==> config.mk <==
export PLATFORM = sky130hd
export DESIGN_NAME = pll_lock_monitor
export DESIGN_NICKNAME = d
export VERILOG_FILES = /design/src/rtl/pll_lock_monitor.sv
export SDC_FILE = /design/constraint.sdc
export NUM_CORES = 1
export LEC_CHECK = 0
export BUFFER_PORTS_ARGS = -buffer_cell sky130_fd_sc_hd__buf_2
export CAP_MARGIN = 10
export CELL_PAD_IN_SITES_DETAIL_PLACEMENT = 0
export CELL_PAD_IN_SITES_GLOBAL_PLACEMENT = 2
export CORE_MARGIN = 5
export CORE_UTILIZATION = 32
export CTS_CLUSTER_SIZE = 16
export DETAILED_ROUTE_END_ITERATION = 10
export HOLD_SLACK_MARGIN = 0.05
export PLACE_DENSITY = 0.83
export SETUP_SLACK_MARGIN = 0.05
export SLEW_MARGIN = 15
export SYNTH_ARGS = -nofsm -noshare
export SYNTH_HDL_FRONTEND = slang
export SYNTH_SLANG_ARGS = --single-unit
==> constraint.sdc <==
create_clock -name clk_i -period 3.05 [get_ports clk_i]
set_clock_uncertainty 0.15 [all_clocks]
set_input_delay 0.1525 -clock clk_i [delete_from_list [all_inputs] [get_ports clk_i]]
set_output_delay 0.1525 -clock clk_i [all_outputs]
set_load 0.01 [all_outputs]
==> src/rtl/pll_lock_monitor.sv <==
// -----------------------------------------------------------------------------
// pll_lock_monitor
//
// Checks that the PLL output clock (clk_i) runs at the expected multiple of a
// slower reference clock. clk_i cycles are counted over a window of REF_EDGES
// reference rising edges. Windows run back-to-back, and each one is judged good
// or bad against EXP_CYCLES +/- TOL. Lock is declared after LOCK_WINDOWS
// consecutive good windows. A reference that stops toggling for TIMEOUT cycles
// is reported as a stall.
//
// Ports
//   clk_i          in   1   PLL output clock; all logic on its rising edge
//   rst_i          in   1   synchronous, active-high reset
//   ref_i          in   1   reference clock, asynchronous, sampled as data
//   en_i           in   1   monitor enable; low forces IDLE
//   lock_o         out  1   frequency lock indication
//   count_o        out  CW  clk_i cycle count of the last completed window
//   count_valid_o  out  1   one-cycle pulse when count_o updates
//   timeout_o      out  1   reference stall indication (level)
// -----------------------------------------------------------------------------
module pll_lock_monitor #(
   parameter int unsigned REF_EDGES    = 16,
   parameter int unsigned EXP_CYCLES   = 64,
   parameter int unsigned TOL          = 2,
   parameter int unsigned LOCK_WINDOWS = 4,
   parameter int unsigned TIMEOUT      = 64,
   parameter int unsigned CW           = 16
) (
   input  logic          clk_i,
   input  logic          rst_i,
   input  logic          ref_i,
   input  logic          en_i,
   output logic          lock_o,
   output logic [CW-1:0] count_o,
   output logic          count_valid_o,
   output logic          timeout_o
);

   // edge_cnt only needs to reach REF_EDGES-1 because the closing edge
   // restarts it; stall_cnt likewise tops out at TIMEOUT-1.
   localparam int unsigned EW = (REF_EDGES > 2) ? $clog2(REF_EDGES) : 1;
   localparam int unsigned SW = (TIMEOUT > 2) ? $clog2(TIMEOUT) : 1;
   localparam int unsigned GW = $clog2(LOCK_WINDOWS + 1);

   localparam logic [CW-1:0]        CNT_MAX    = '1;
   localparam logic [EW-1:0]        EDGE_LAST  = EW'(REF_EDGES - 1);
   localparam logic [SW-1:0]        STALL_LAST = SW'(TIMEOUT - 1);
   localparam logic [GW-1:0]        GOOD_FULL  = GW'(LOCK_WINDOWS);
   localparam logic signed [CW:0]   EXP_S      = (CW+1)'(EXP_CYCLES);
   localparam logic signed [CW:0]   TOL_S      = (CW+1)'(TOL);

   typedef enum logic [1:0] {
      IDLE,
      ARM,
      MEASURE
   } state_t;

   state_t              r_state;
   logic                r_sync1;
   logic                r_sync2;
   logic                r_sync3;
   logic [CW-1:0]       r_cyc_cnt;
   logic [EW-1:0]       r_edge_cnt;
   logic [GW-1:0]       r_good_cnt;
   logic [SW-1:0]       r_stall_cnt;
   logic                r_lock;
   logic [CW-1:0]       r_count;
   logic                r_count_valid;
   logic                r_timeout;

   logic                w_rise;
   logic [CW-1:0]       w_cyc_next;
   logic signed [CW:0]  w_diff;
   logic                w_good;
   logic [GW-1:0]       w_good_next;

   // r_sync1/r_sync2 resynchronise ref_i; r_sync3 is history for edge detect.
   assign w_rise = r_sync2 & ~r_sync3;

   // Saturating cycle count; on a closing edge this is also the window length.
   assign w_cyc_next = (r_cyc_cnt == CNT_MAX) ? CNT_MAX : r_cyc_cnt + CW'(1);

   // Signed deviation from the expected count, one bit wider than the counter.
   assign w_diff = $signed({1'b0, w_cyc_next}) - EXP_S;
   assign w_good = (w_diff <= TOL_S) && (w_diff >= -TOL_S);

   assign w_good_next = (r_good_cnt == GOOD_FULL) ? GOOD_FULL
                                                  : r_good_cnt + GW'(1);

   always_ff @(posedge clk_i) begin
      if (rst_i) begin
         r_state       <= IDLE;
         r_sync1       <= 1'b0;
         r_sync2       <= 1'b0;
         r_sync3       <= 1'b0;
         r_cyc_cnt     <= '0;
         r_edge_cnt    <= '0;
         r_good_cnt    <= '0;
         r_stall_cnt   <= '0;
         r_lock        <= 1'b0;
         r_count       <= '0;
         r_count_valid <= 1'b0;
         r_timeout     <= 1'b0;
      end else begin
         r_sync1       <= ref_i;
         r_sync2       <= r_sync1;
         r_sync3       <= r_sync2;
         r_count_valid <= 1'b0;

         if (!en_i || r_state == IDLE) begin
            // Disabled or idle: hold every counter and flag clear. count_o
            // keeps the last completed result.
            r_cyc_cnt   <= '0;
            r_edge_cnt  <= '0;
            r_good_cnt  <= '0;
            r_stall_cnt <= '0;
            r_lock      <= 1'b0;
            r_timeout   <= 1'b0;
            r_state     <= en_i ? ARM : IDLE;
         end else if (w_rise) begin
            // A reference edge always beats a stall expiring in the same
            // cycle, and it clears any standing timeout.
            r_stall_cnt <= '0;
            r_timeout   <= 1'b0;
            if (r_state == ARM) begin
               r_state    <= MEASURE;
               r_cyc_cnt  <= '0;
               r_edge_cnt <= '0;
            end else if (r_edge_cnt == EDGE_LAST) begin
               // Closing edge of this window is the opening edge of the next.
               r_count       <= w_cyc_next;
               r_count_valid <= 1'b1;
               r_cyc_cnt     <= '0;
               r_edge_cnt    <= '0;
               if (w_good) begin
                  r_good_cnt <= w_good_next;
                  r_lock     <= (w_good_next == GOOD_FULL);
               end else begin
                  r_good_cnt <= '0;
                  r_lock     <= 1'b0;
               end
            end else begin
               r_cyc_cnt  <= w_cyc_next;
               r_edge_cnt <= r_edge_cnt + EW'(1);
            end
         end else if (r_stall_cnt == STALL_LAST) begin
            // Reference stalled: drop lock, discard the partial window and
            // wait in ARM for the next edge.
            r_timeout   <= 1'b1;
            r_lock      <= 1'b0;
            r_good_cnt  <= '0;
            r_stall_cnt <= '0;
            r_cyc_cnt   <= '0;
            r_edge_cnt  <= '0;
            r_state     <= ARM;
         end else begin
            r_stall_cnt <= r_stall_cnt + SW'(1);
            if (r_state == MEASURE) begin
               r_cyc_cnt <= w_cyc_next;
            end
         end
      end
   end

   assign lock_o        = r_lock;
   assign count_o       = r_count;
   assign count_valid_o = r_count_valid;
   assign timeout_o     = r_timeout;

endmodule

Word-level counts from Yosys, hierarchy flattened
Cells that the tools add are included.
W data, S select, Z words.
- add/subtract/negate cells: 5
- $lt $le $gt $ge: 2
- equality and inequality tests: 10
- multiplexer cells: 27
- bitwise operators: 5
- reductions and logical operators: 14
- operators by type and width (kind ; count):
    $mux W16 ; 6
    $mux W3 ; 6
    $ge A17 B2 Y1 const B ; 1
    $le A17 B3 Y1 const B ; 1
    $sub A16 B7 Y17 const B ; 1
    $add A16 B1 Y16 const B ; 1
    $eq A16 B16 Y1 const B ; 1
    $mux W4 ; 4
    $mux W2 ; 4
    $reduce_or A4 Y1 ; 2
    $mux W1 ; 7
    $add A6 B1 Y6 const B ; 1
    $eq A3 B3 Y1 const B ; 2
    $eq A6 B6 Y1 const B ; 1
    $reduce_bool A3 Y1 ; 2
    $add A4 B1 Y4 const B ; 1
    $eq A4 B4 Y1 const B ; 1
    $not A1 Y1 ; 4
    $reduce_and A4 Y1 ; 1
    $add A3 B1 Y3 const B ; 1
    $ne A3 B1 Y1 const B ; 1
    $reduce_and A3 Y1 ; 1
    $reduce_or A3 Y1 ; 1
    $eq A2 B1 Y1 const B ; 1
    11 further kinds ; 11
- register bits after elaboration: 53
- input bits: 4
- output and inout bits: 19
- logic and storage cells: 75

Longest topological paths before layout
- depth in word-level cells: 9
- depth in mapped cells: 12
- gate-level depth less buffers: 11

Least setup slack after synthesis
Ideal clock, no wire load.
- path type: reg2reg
- start point: register r_cyc_cnt[1]
- end point: register r_lock (netlist: lock_o)
- library setup time: 0.087 ns
- arrival: 2.668 ns
- data required time: 2.813 ns
- path slack: 0.145 ns
- cell stages (with the launch flop): 11
- path buffers: 0
- clock period less this slack: 2.905 ns
- path through: dfxtp_1 ha_1 nand3_1 nor4_1 nor2_1 ha_1 nor3b_1 nand4b_1 nor3b_1 a41oi_2 o31ai_1
- cells in the longest elaborated chain, start to end: 9
- elaborated cells on any way between the ends: 11
- classes of those cells: 2 x add/sub; 2 x order compare; 1 x eq/ne; 5 x mux; 1 x reduce/logical
- RTL lines (what ; line ; RTL):
    from (decl) ; 62 ; logic [CW-1:0] r_cyc_cnt;
    from (signal assigned) ; 143 ; r_cyc_cnt <= w_cyc_next;
    from (signal assigned) ; 159 ; r_cyc_cnt <= w_cyc_next;
    $add A16 B1 Y16 or $eq A16 B16 Y1 (tied branches) ; 81 ; assign w_cyc_next = (r_cyc_cnt == CNT_MAX) ? CNT_MAX : r_cyc_cnt + CW'(1);
    $mux W16 (*) ; 81 ;
    $sub A16 B7 Y17 (*) ; 84 ; assign w_diff = $signed({1'b0, w_cyc_next}) - EXP_S;
    $le A17 B3 Y1 or $ge A17 B2 Y1 (tied branches) ; 85 ; assign w_good = (w_diff <= TOL_S) && (w_diff >= -TOL_S);
    $logic_and A1 B1 Y1 (*) ; 85 ;
    $mux W1 (*) ; 135 ; if (w_good) begin
    $mux W1 (*) ; 129 ; end else if (r_edge_cnt == EDGE_LAST) begin
    $mux W1 (*) ; 125 ; if (r_state == ARM) begin
    $mux W1 (*) ; 120 ; end else if (w_rise) begin
    to (signal assigned) ; 137 ; r_lock <= (w_good_next == GOOD_FULL);
    to (decl) ; 66 ; logic r_lock;
Mark *: on every way between the ends. The rest lies on a longest branch, timed or not. The select of a mux whose other input is x is not followed.
A chain may end at the register's enable or synchronous reset.

Worst setup path in the final report
- start point: register r_cyc_cnt[0]
- end point: register r_good_cnt[2]
- cells in the longest elaborated chain, start to end: 9
- elaborated cells on any way between the ends: 11
- classes of those cells: 2 x add/sub; 2 x order compare; 1 x eq/ne; 5 x mux; 1 x reduce/logical
- RTL lines (what ; line ; RTL):
    $add A16 B1 Y16 or $eq A16 B16 Y1 (tied branches) ; 81 ;
    $mux W16 (*) ; 81 ;
    $sub A16 B7 Y17 (*) ; 84 ;
    $le A17 B3 Y1 or $ge A17 B2 Y1 (tied branches) ; 85 ;
    $logic_and A1 B1 Y1 (*) ; 85 ;
    $mux W3 (*) ; 135 ;
    $mux W3 (*) ; 129 ;
    $mux W3 (*) ; 125 ;
    $mux W3 (*) ; 120 ;
    to (signal assigned) ; 136 ; r_good_cnt <= w_good_next;
    to (decl) ; 64 ; logic [GW-1:0] r_good_cnt;
Marks and branches as above.

==> flow_summary.yaml <==
outcome:
  status: "finished clean"
clock_tree:
  htree_levels: 2
  clkSinkCount: 53
  path_clk_slew_ps: 100
  cts-root-buf: "clkbuf_8"
  cts_made_buffers: 5
  tritoncts: "yes"
  clk-insertion-delay-late_ps: 320
  clk_path_buf_depth: 2
synth:
  synth_compound_area_share_pct: 18.56
  netlist_area_sq_um: 3033
  synth_area_leader_cell: "dfxtp_1"
  syn_avg_cell_area_sq_um: 7.981
  ys_async_sr_fraction_pct: 0
  synthCells: 380
  synth_top_family_by_area: "simple AND/OR/NAND/NOR gates"
  synth_mux_area_share_pct: 2.723
  synthFlopType: "dfxtp_1"
  yosysUniqueCellTypes: 58
  ys_seq_elements: 53
  synthXorXnorAreaFrac_pct: 4.620
  synth-simple-area-share_pct: 29.50
  synth-adder-area-share_pct: 2.888
  synth-edff-count: 0
  synth.top_cell.area_share_pct: 34.98
  ys_warn_count: 0
  synth_nets: 391
  yosys-top-cells-area: "dfxtp_1 (35%), nor2_1 (7.5%), a21oi_1 (4.5%)"
  yosysSeqAreaShare_pct: 34.98
run:
  drv_cap: 0
pwr:
  p_sw_uw: 282.7
  power_frac_clock_pct: 41.9
  swShare_pct: 22.38
  power_density_nw_per_um2: 359.2
  p_int_uw: 980.3
  ir_drop_uv: 299.8
  p_leak_nw: 1.275
  power_frac_seq_pct: 55.1
  power_frac_comb_pct: 3.0
detailed_routing:
  initialDrtViolationCount: 251
  drt-wirelength-per-cell_microns: 14.61
  routed_wl_microns: 7858
  route.vias.total: 2716
  dr.pass1.iters: 4
  ant_nets: 0
  drc: 0
  avgViaCountPerCell: 5.048
floorplan:
  dieArea_sq_um: 11530
  start_util_pct: 32.82
  die_x_microns: 107.4
  rows: 35
  coreArea_sq_um: 9240
  dieHeight_microns: 107.4
  io_pins: 23
finish:
  multiInputGateArea_sq_um: 1800
  final_core_util_pct: 38.05
  drive_gt1_share_pct: 19.32
  final_nets: 419
  ff_latch_area_sq_um: 1064
  diodes: 0
  n_fill_cell: 956
  syn_to_final_growth_pct: 15.92
setup_path:
  path_class: "reg2reg"
  max_stage_delay_ps: 370
  crit_fanout: 8
  startpoint_type: "flop"
  slowest_stage: "o41ai_1"
  crit_top_cell: "a31oi_1"
  critPathRequiredTime_ps: 3150
  critical_path.endpoint_type: "flop"
  path_cells: "ha_2 -> and3_1 -> a31oi_1 -> a21o_1 -> ha_1 -> nor3b_1 -> nand4b_1 -> o41ai_1 -> a31oi_1 -> a21oi_1"
  arrival_ps: 2810
timing:
  tns_ps: 0
  max_freq_ghz: 0.3696
  worst_pin_slew_ps: 553.2
  final-hold-violation-count: 0
  slew_viol_final: 0
  period_share_pct: 88.71
  period_minus_slack_ps: 2706
  rsz0062_at_grt: "no"
  slew-limit-headroom_pct: 62.78
  final-setup-viol-count: 0
place:
  dp_hpwl_microns: 5941
  gp_congestion: 0.8541
  port_buffers: 22
global_route:
  antenna_found_initial: 0
  grtUsageTotal_pct: 14.10
  grt_max_degree: 27
  overflow: 0
  first_global_vias: 2584
  grt_pass1_wl_microns: 13100
worst_hold_path:
  hold_class: "in2reg"
[worst paths after layout]
path	startpoint	end	slack, ps	cells past startpoint
worst min-delay path	rst_i	r_sync1$_SDFF_PP0_	60	2
worst min register to register	r_stall_cnt[0]$_SDFF_PP0_	r_stall_cnt[0]$_SDFF_PP0_	310	1
worst max-delay path	r_cyc_cnt[0]$_SDFFE_PP0P_	r_good_cnt[2]$_SDFFE_PP0P_	340	10
worst max register to register	r_cyc_cnt[0]$_SDFFE_PP0P_	r_good_cnt[2]$_SDFFE_PP0P_	340	10
[final cells by class]
class,instances,area share [%]
clock buffer,6,2.349
clock inverter,2,1.174
inverter,15,1.601
multi-input combinational,285,51.21
sequential,53,30.25
tap,129,4.591
timing repair buffer,48,8.826
[worst max-delay path, delay by kind of cell, from the launching register on]
kind	cells	cell delay, ps
compound gates	5	920
simple gates	3	640
fa+ha+maj	2	580
flops	1	350
[per-layer routing]
| layer | track usage [%] | part of all wire [%] | vias to the layer above |
|---|---|---|---|
| met2 | 22.56 | 45 | 65 |
| met4 | 5.050 | 2.0 | 0 |
| li1 | - | - | 1398 |
| met5 | 0 | 0 | - |
| met1 | 19.25 | 49 | 1241 |
| met3 | 2.100 | 4.6 | 12 |
[kinds of logic (layout without fill, tap and decap cells)]
| family | after synthesis | after routing |
|---|---|---|
| adder cells (fa/ha/maj) | 7 | 7 |
| flip-flops | 53 | 53 |
| XOR/XNOR | 16 | 16 |
| AO/OA/AOI/OAI | 83 | 83 |
| buffers and inverters | 42 | 71 |
| AND/OR/NAND/NOR | 172 | 172 |
| multiplexers | 7 | 7 |
[power groups by stage]
stage	clock network (mW)	logic [mW]	registers (mW)
6_report	0.529	0.0373	0.696
5_1_grt	0.575	0.0417	0.697
4_1_cts	0.547	0.0376	0.696
3_5_place_dp	0	0.0355	0.712
3_3_place_gp	0	0.0362	0.712
2_1_floorplan	0	0.0224	0.712
[sequential cells by signal (all words and copies together), names as in the netlist, 2 cells and up]
signal,cells
count_o,16
r_cyc_cnt,16
r_edge_cnt,4
r_state,2
r_stall_cnt,6
r_good_cnt,3
[through the flow]
| step | worst slack (ps) | cells | instance area [sq um] | power (mW) | hold WS, ps |
|---|---|---|---|---|---|
| global route | 59.49 | 538 | 3516 | 1.314 | 83.36 |
| CTS | 147.8 | 537 | 3482 | 1.281 | 68.85 |
| finish | 344.3 | 538 | 3516 | 1.263 | 63.43 |
| floorplan | 145.0 | 380 | 3033 | 0.7343 | 130.7 |
| global placement | 266.4 | 527 | 3338 | 0.7486 | 224.1 |
| detailed placement | 186.0 | 527 | 3338 | 0.7478 | 222.8 |
[timing repair]
action | 4_1_cts | 5_1_grt
setup buffers | 0 | 1
hold endpoints to repair | 2 | 0
setup endpoints to repair | 0 | 4
hold buffers | 2 | 0
gates resized for setup | 0 | 7
[Yosys cell counts (3+ instances only)]
cell type	instances
xor2_1	7
nor4_1	7
a211oi_1	4
mux2i_1	6
ha_1	7
nor2b_1	7
xnor2_1	9
nand2_1	26
buf_4	6
buf_2	6
a22oi_1	7
nand2b_1	6
nor3_1	17
nand3_1	15
or3_1	3
nor2_1	61
and4_1	4
o21ai_0	13
nand4_1	6
nand4_2	3
and3_1	4
nor3b_1	3
inv_1	15
a21oi_1	27
dfxtp_1	53
a31oi_1	6
a21o_1	5
clkbuf_1	12
[cells in the final DEF, fill, tap and decap left out, types with 4 or more instances in the layout]
cell	instances
a31oi_1	6
xor2_1	7
buf_2	22
nor2b_1	7
clkbuf_8	6
inv_1	15
a21o_1	5
nor2_1	61
ha_1	6
nor3_1	15
nand2_1	26
o21ai_0	13
xnor2_1	9
a22oi_1	7
nand4_1	6
a211oi_1	4
and4_1	4
dfxtp_1	51
nand3_1	14
mux2i_1	6
nand2b_1	6
nor4_1	6
buf_4	24
a21oi_1	27
and3_1	4
Power figures use the tool's default switching activity.
